### config.mk
export PLATFORM = sky130hd
export DESIGN_NAME = uart_tx_engine
export DESIGN_NICKNAME = d
export VERILOG_FILES = /design/src/rtl/uart_tx_engine.sv
export SDC_FILE = /design/constraint.sdc
export NUM_CORES = 1
export LEC_CHECK = 0
export CAP_MARGIN = 20
export CORE_ASPECT_RATIO = 0.7
export CORE_MARGIN = 2
export CORE_UTILIZATION = 45
export DETAILED_ROUTE_END_ITERATION = 8
export PLACE_DENSITY = 0.61
export SYNTH_ARGS = -nofsm -noshare
export SYNTH_HDL_FRONTEND = slang
export SYNTH_SLANG_ARGS = --single-unit
### constraint.sdc
create_clock -name clk -period 3.26 [get_ports clk]
set_input_delay 0.326 -clock clk [delete_from_list [all_inputs] [get_ports clk]]
set_output_delay 0.326 -clock clk [all_outputs]
set_load 0.05 [all_outputs]
### src/rtl/uart_tx_engine.sv
// UART transmitter: start bit, 5-8 data bits LSB first, optional parity, 1-2 stop bits.
// A request is taken only while the synchronized peer clear-to-send is low.
//
// state  | meaning
// IDLE   | line high, waiting for start_tx with cts_s low
// START  | start bit (line low)
// DATA   | data bits, bit_cnt selects the bit on the line
// PARITY | parity over the latched data bits
// STOP   | one or two stop bits, then back to IDLE with tx_done
module uart_tx_engine #(
  parameter int CLKS_PER_BIT = 868
) (
  input  logic       clk,
  input  logic       reset,
  input  logic [7:0] tx_data,
  input  logic       start_tx,
  input  logic [1:0] data_bit_num,
  input  logic       stop_bit_num,
  input  logic       parity_en,
  input  logic       parity_type,
  input  logic       cts_n,
  output logic       tx,
  output logic       tx_busy,
  output logic       tx_done
);

  localparam logic [2:0] ST_IDLE   = 3'd0;
  localparam logic [2:0] ST_START  = 3'd1;
  localparam logic [2:0] ST_DATA   = 3'd2;
  localparam logic [2:0] ST_PARITY = 3'd3;
  localparam logic [2:0] ST_STOP   = 3'd4;

  localparam logic [15:0] BAUD_LAST = 16'(CLKS_PER_BIT - 1);

  logic        cts_meta_q, cts_s_q;
  logic [2:0]  state_q, state_d;
  logic [15:0] baud_cnt_q, baud_cnt_d;
  logic [2:0]  bit_cnt_q, bit_cnt_d;
  logic [7:0]  data_q, data_d;
  logic [1:0]  nbits_q, nbits_d;
  logic        stop2_q, stop2_d;
  logic        par_en_q, par_en_d;
  logic        par_type_q, par_type_d;
  logic        tx_q, tx_d;
  logic        busy_q, busy_d;
  logic        done_q, done_d;

  logic        baud_last;
  logic [2:0]  bit_nxt;
  logic [2:0]  last_idx;
  logic        par_bit;
  logic [7:0]  width_mask;

  always_ff @(posedge clk or posedge reset) begin
    if (reset) begin
      cts_meta_q <= 1'b1;
      cts_s_q    <= 1'b1;
    end else begin
      cts_meta_q <= cts_n;
      cts_s_q    <= cts_meta_q;
    end
  end

  assign baud_last = (baud_cnt_q == BAUD_LAST);
  assign bit_nxt   = bit_cnt_q + 3'd1;
  assign last_idx  = {1'b0, nbits_q} + 3'd4;
  // data_q is masked at acceptance, so unused upper bits cannot disturb parity
  assign par_bit   = (^data_q) ^ par_type_q;

  always_comb begin
    width_mask = 8'hFF;
    case (data_bit_num)
      2'b00:   width_mask = 8'h1F;
      2'b01:   width_mask = 8'h3F;
      2'b10:   width_mask = 8'h7F;
      default: width_mask = 8'hFF;
    endcase
  end

  always_comb begin
    state_d    = state_q;
    baud_cnt_d = baud_last ? 16'd0 : baud_cnt_q + 16'd1;
    bit_cnt_d  = bit_cnt_q;
    data_d     = data_q;
    nbits_d    = nbits_q;
    stop2_d    = stop2_q;
    par_en_d   = par_en_q;
    par_type_d = par_type_q;
    tx_d       = tx_q;
    busy_d     = busy_q;
    done_d     = 1'b0;

    case (state_q)
      ST_IDLE: begin
        baud_cnt_d = 16'd0;
        bit_cnt_d  = 3'd0;
        if (start_tx && !cts_s_q) begin
          state_d    = ST_START;
          data_d     = tx_data & width_mask;
          nbits_d    = data_bit_num;
          stop2_d    = stop_bit_num;
          par_en_d   = parity_en;
          par_type_d = parity_type;
          tx_d       = 1'b0;
          busy_d     = 1'b1;
        end
      end
      ST_START: begin
        if (baud_last) begin
          state_d   = ST_DATA;
          bit_cnt_d = 3'd0;
          tx_d      = data_q[0];
        end
      end
      ST_DATA: begin
        if (baud_last) begin
          if (bit_cnt_q == last_idx) begin
            bit_cnt_d = 3'd0;
            if (par_en_q) begin
              state_d = ST_PARITY;
              tx_d    = par_bit;
            end else begin
              state_d = ST_STOP;
              tx_d    = 1'b1;
            end
          end else begin
            bit_cnt_d = bit_nxt;
            tx_d      = data_q[bit_nxt];
          end
        end
      end
      ST_PARITY: begin
        if (baud_last) begin
          state_d   = ST_STOP;
          bit_cnt_d = 3'd0;
          tx_d      = 1'b1;
        end
      end
      ST_STOP: begin
        if (baud_last) begin
          if (bit_cnt_q[0] == stop2_q) begin
            state_d   = ST_IDLE;
            bit_cnt_d = 3'd0;
            tx_d      = 1'b1;
            busy_d    = 1'b0;
            done_d    = 1'b1;
          end else begin
            bit_cnt_d = bit_nxt;
          end
        end
      end
      default: begin
        state_d    = ST_IDLE;
        baud_cnt_d = 16'd0;
        bit_cnt_d  = 3'd0;
        tx_d       = 1'b1;
        busy_d     = 1'b0;
      end
    endcase
  end

  always_ff @(posedge clk or posedge reset) begin
    if (reset) begin
      state_q    <= ST_IDLE;
      baud_cnt_q <= 16'd0;
      bit_cnt_q  <= 3'd0;
      data_q     <= 8'd0;
      nbits_q    <= 2'd0;
      stop2_q    <= 1'b0;
      par_en_q   <= 1'b0;
      par_type_q <= 1'b0;
      tx_q       <= 1'b1;
      busy_q     <= 1'b0;
      done_q     <= 1'b0;
    end else begin
      state_q    <= state_d;
      baud_cnt_q <= baud_cnt_d;
      bit_cnt_q  <= bit_cnt_d;
      data_q     <= data_d;
      nbits_q    <= nbits_d;
      stop2_q    <= stop2_d;
      par_en_q   <= par_en_d;
      par_type_q <= par_type_d;
      tx_q       <= tx_d;
      busy_q     <= busy_d;
      done_q     <= done_d;
    end
  end

  assign tx      = tx_q;
  assign tx_busy = busy_q;
  assign tx_done = done_q;

endmodule

== Yosys cells after proc, flatten, opt, wreduce, memory -nomap -nowiden ==
Cells that the tools add are included.
Cells by class
  muxes and demuxes: 36
  add/subtract/negate cells: 3
  order comparisons: 1
  bitwise gates (word level): 3
  reduce and logical (&&, ||, !) cells: 13
  equality and inequality tests: 17
Operators with widths (number)
  3-bit 2-to-1 mux: 13
  16-bit 2-to-1 mux: 2
  8-bit one-hot mux with 3 select lines: 1
  16-bit by 1-bit adder with 16-bit output (second input constant): 1
  16-bit by 10-bit equality test with 1-bit output (second input constant): 1
  1-bit 2-to-1 mux: 15
  3-bit one-hot mux with 5 select lines: 1
  2-bit != test (second input constant): 7
  3-bit one-hot mux with 3 select lines: 1
  8-bit bitwise AND: 1
  8-bit XOR reduction: 1
  7-bit AND reduction: 1
  3-bit by 2-bit equality test with 1-bit output (second input constant): 2
  6-bit AND reduction: 1
  1-bit one-hot mux with 5 select lines: 1
  3-bit by 4-bit less-than comparator with 1-bit output (second input constant): 1
  4-bit AND reduction: 1
  4-bit OR reduction: 1
  2-bit by 3-bit adder with 3-bit output (second input constant): 1
  3-bit by 1-bit adder with 3-bit output (second input constant): 1
  1-bit binary-select mux with 3-bit select: 1
  3-bit by 1-bit equality test with 1-bit output (second input constant): 1
  3-bit equality test: 1
  3-bit equality test (second input constant): 1
  other kinds (15): 15
Storage, ports and cells
  flip-flop bits (word level): 40
  input port bits: 17
  output and inout port bits: 3

== Logic depth before layout (Yosys ltp) ==
  depth in word-level cells: 6
  gate-level depth with buffers: 7

== Worst setup path before layout ==
Ideal clock, no wire load.
  path kind: reg-to-reg
  from: register bit_cnt_q[0]
  to: register tx_q (netlist: tx)
  buffers on the path: 0
  arrival: 1.915 ns
  library setup time: 0.085 ns
  stages on the path, launching flop included: 7
  setup slack: 1.260 ns
  clock period less this slack: 2.000 ns
  cells stage by stage: dfrtp_1 -> ha_1 -> xor2_1 -> mux4_1 -> o311ai_0 -> a311o_1 -> a22oi_2
On the way
  word-level cells in the longest chain between the ends: 6
  elaborated cells on any way between the ends: 10
Ends and longest elaborated chain
  start: declaration: RTL line 38  | logic [2:0] bit_cnt_q, bit_cnt_d;
  start signal: assignment: RTL line 178  | bit_cnt_q <= bit_cnt_d;
  3-bit by 1-bit adder with 3-bit output: RTL line 65  | assign bit_nxt = bit_cnt_q + 3'd1;
  1-bit binary-select mux with 3-bit select: RTL line 128  | tx_d = data_q[bit_nxt];
  1-bit 2-to-1 mux (implied by the code): RTL line 128
  1-bit 2-to-1 mux: RTL line 117  | if (bit_cnt_q == last_idx) begin
  1-bit 2-to-1 mux: RTL line 116  | if (baud_last) begin
  1-bit one-hot mux with 5 select lines: RTL line 93  | case (state_q)
  end signal: assignment: RTL line 184  | tx_q <= tx_d;
  end: declaration: RTL line 44  | logic tx_q, tx_d;
Several ways; a longest one is shown, not always the timed one. The select of a mux whose other input is x is not followed.
A chain may end at the register's enable or synchronous reset.

== Final worst setup path ==
  from: register baud_cnt_q[0]
  to: register bit_cnt_q[2]
On the way
  word-level cells in the longest chain between the ends: 3
  elaborated cells on any way between the ends: 5
Ends and longest elaborated chain
  start: declaration: RTL line 37  | logic [15:0] baud_cnt_q, baud_cnt_d;
  start signal: assignment: RTL line 177  | baud_cnt_q <= baud_cnt_d;
  16-bit by 10-bit equality test with 1-bit output (*): RTL line 64  | assign baud_last = (baud_cnt_q == BAUD_LAST);
  2-bit by 1-bit != test with 1-bit output (no line) / 2-bit != test (equally long branches)
  3-bit AND reduction (no line) (*)
Mark *: on every way between the ends. The rest lies on a longest branch, timed or not.

==> results.yml <==
status:
  status: "finished, final reports clean"
clocking:
  cts_max_level: 2
  cts_tree: "yes"
  cts_hold_buffers: 0
  clk_latency_ns: 0.30
  postCtsSetupBuffers: 0
  clock-sinks: 40
  ctsResizeCount: 0
  cts_root_buf: "clkbuf_8"
  clk_pin_slew_ns: 0.08
  cts_buffers: 5
  clockBufferDepth: 2
placement:
  place.gp.congestion: 0.864
  hpwlAfterDp_um: 3230
  io_buffers: 19
drt:
  wl_per_cell_um: 16.4
  routed_wl_um: 4390
  vias_per_cell: 5.67
  num_vias: 1519
  drc: 0
  drtAntennaViolNets: 0
  first_pass_iters: 5
  drt_iter0_markers: 101
grt:
  grt_use_met2: 0.262
  met3_usage: 0.0599
  met1_usage: 0.275
  grt_max_degree: 23
  track_usage: 0.187
  grt-busiest-layer: "met1"
  grt_first_pass_wirelength_um: 7320
  grt_antenna_before_repair: 0
  globalRouteOverflowTotal: 0
  grt_pass1_vias: 1480
floorplanning:
  start_util: 0.474
  rows: 20
  die_w_um: 85.4
  dieHeight_um: 61.0
  dieArea_sq_um: 5210
  floorplan.core_area_sq_um: 4400
  io_pins: 20
setup_path:
  r2r_slack_ns: 1.05
  cp-end-kind: "register"
  required_ns: 3.45
  reg2reg_to: "bit_cnt_q[2]$_DFFE_PP0P_"
  crit-reg2reg-launch: "baud_cnt_q[0]$_DFF_PP0_"
  startpoint_type: "register"
  rr_worst_depth: 6
  cp_data_arrival_time_ns: 2.40
  critPathKind: "register to register"
  cp_max_fo: 20
sta:
  min_period_ns: 2.21
  rsz0062_at_grt: "no"
  slew_viol_final: 0
  setup_viol: 0
  fmax_ghz: 0.453
  fin_tns_setup_ns: 0
  relSlewSlack: 0.441
  finalHoldViolCount: 0
  post-route-period-util: 0.678
  worst_pin_slew_ns: 0.838
  fin_worst_skew_ns: 0.00419
finish:
  drive_gt1_frac: 0.164
  finalNetCount: 232
  utilization: 0.550
  fill_cells: 383
  num_antenna_cells: 0
  areaGrowthSynthToFinish_pct: 16.0
logic_synthesis:
  ys_seq_area_frac: 0.481
  synth_edf_count: 0
  synth-seq-cells: 40
  synth_top_area_frac: 0.443
  ys_warn_count: 0
  synth_ff_type: "dfrtp_1"
  syn_inst: 190
  ys_types: 49
  synth_area_sq_um: 2090
  syn_area_per_cell_sq_um: 11.0
  synth.most_common_cell: "dfrtp_1"
  synthArstFlopShare: 1.00
  yosys-top-cells-area: "dfrtp_1 44%, mux2_2 5.4%, xnor2_1 5.0%, xor2_1 4.2%, dfstp_2 3.8%"
  synth_fp_nets: 210
  ys_top_cells_by_count: "37 x dfrtp_1, 17 x nor2_1, 13 x nand2_1, 13 x nand3_1, 12 x xnor2_1"
  synth.largest_area_cell: "dfrtp_1"
hold_path:
  min_to: "cts_s_q$_DFF_PP1_"
  whs_path_depth: 0
  hold_path.class: "register to register"
  min_from: "cts_meta_q$_DFF_PP1_"
power_and_ir_drop:
  ir_drop_v: 0.000244
  internal_power_mw: 0.685
  p_clk_frac: 0.399
  power_frac_comb: 0.036
  switching_power_mw: 0.197
  seqPwrFrac: 0.565
  p_leak_nw: 1.05
  cellPowerDensity_nw_per_um2: 364
  switching_share: 0.223
  total_power_mw: 0.882
run:
  cap_violations: 0
## critical path: stages, from the launching register on
cell,delay (ns)
dfrtp_1,0.40
ha_1,0.29
nor3b_2,0.32
nand4_4,0.20
nand2_1,0.56
o31ai_1,0.16
o2bb2ai_1,0.15
## cell type report
type / count / area [sq um] / share of cell area
Clock buffer: 6 / 82.6 / 0.0341
Clock inverter: 2 / 10.0 / 0.00413
Sequential cell: 40 / 1000 / 0.415
Multi-Input combinational cell: 140 / 1040 / 0.429
Tap cell: 55 / 68.8 / 0.0284
Timing Repair Buffer: 20 / 198 / 0.0816
Inverter: 5 / 18.8 / 0.00775
## kinds of logic (layout without fill, tap and decap cells)
kind of cell	Yosys count	in the layout	share of synthesized area
multiplexers	12	12	0.0773
XOR/XNOR	23	23	0.103
buffers and inverters	10	33	0.0210
AND/OR/NAND/NOR	76	76	0.218
flip-flops	40	40	0.481
AO/OA/AOI/OAI	26	26	0.0815
adder cells (fa/ha/maj)	3	3	0.0180
## power groups by stage
stage                     logic [mW]  registers (mW)  clock network (mW)
after floorplan              0.00842           0.508                   0
after global placement        0.0315           0.508                   0
after detailed placement      0.0327           0.508                   0
after CTS                     0.0328           0.499               0.355
after global routing          0.0352           0.499               0.378
final                         0.0316           0.499               0.352
## routing by layer
layer / part of all wire / up-vias / wire length (um)
li1: - / 720 / -
met1: 0.49 / 744 / 2170
met2: 0.42 / 49 / 1820
met3: 0.079 / 6 / 346
met4: 0.011 / 0 / 48
met5: 0 / - / 0
## registers in the layout, summed over array words and instances, names as in the netlist, 2 cells and up
name / count
baud_cnt_q: 16
data_q: 8
nbits_q: 2
state_q: 3
bit_cnt_q: 3
## worst max-delay path by stage
stage               slack [ns]                  endpoint  cells after the start                startpoint
floorplan                 1.26            tx$_DFFE_PP1P_                      6  bit_cnt_q[0]$_DFFE_PP0P_
global placement          1.12            tx$_DFFE_PP1P_                      6  bit_cnt_q[0]$_DFFE_PP0P_
detailed placement        1.05     data_q[2]$_DFFE_PP0P_                      5                  start_tx
CTS                       1.05  bit_cnt_q[2]$_DFFE_PP0P_                      6   baud_cnt_q[0]$_DFF_PP0_
global route              0.86  bit_cnt_q[2]$_DFFE_PP0P_                      6   baud_cnt_q[0]$_DFF_PP0_
finish                    1.05  bit_cnt_q[2]$_DFFE_PP0P_                      6   baud_cnt_q[0]$_DFF_PP0_
## layout by cell type (no fill, tap or decap), drive strengths merged, types with 3 or more instances in the layout
master,Yosys,layout
a21oi,6,6
and3,4,4
and4,3,3
clkbuf,2,6
clkdlybuf4s50,0,19
dfrtp,37,37
dfstp,3,3
ha,3,3
inv,5,5
mux2,10,10
nand2,13,13
nand3,14,14
nor2,18,18
nor3,5,5
nor3b,4,4
nor4,4,4
o21ai,9,9
xnor2,12,12
xor2,10,10
## stage by stage
stage | setup slack, ns | std cells | instance area [sq um] | hold WS [ns]
after floorplan | 1.26 | 190 | 2090 | 0.330
after global placement | 1.12 | 260 | 2330 | 0.350
after detailed placement | 1.05 | 260 | 2330 | 0.357
after CTS | 1.05 | 268 | 2420 | 0.370
after global routing | 0.864 | 268 | 2420 | 0.374
final | 1.05 | 268 | 2420 | 0.371
No activity file was read; power rests on OpenSTA's default activity.
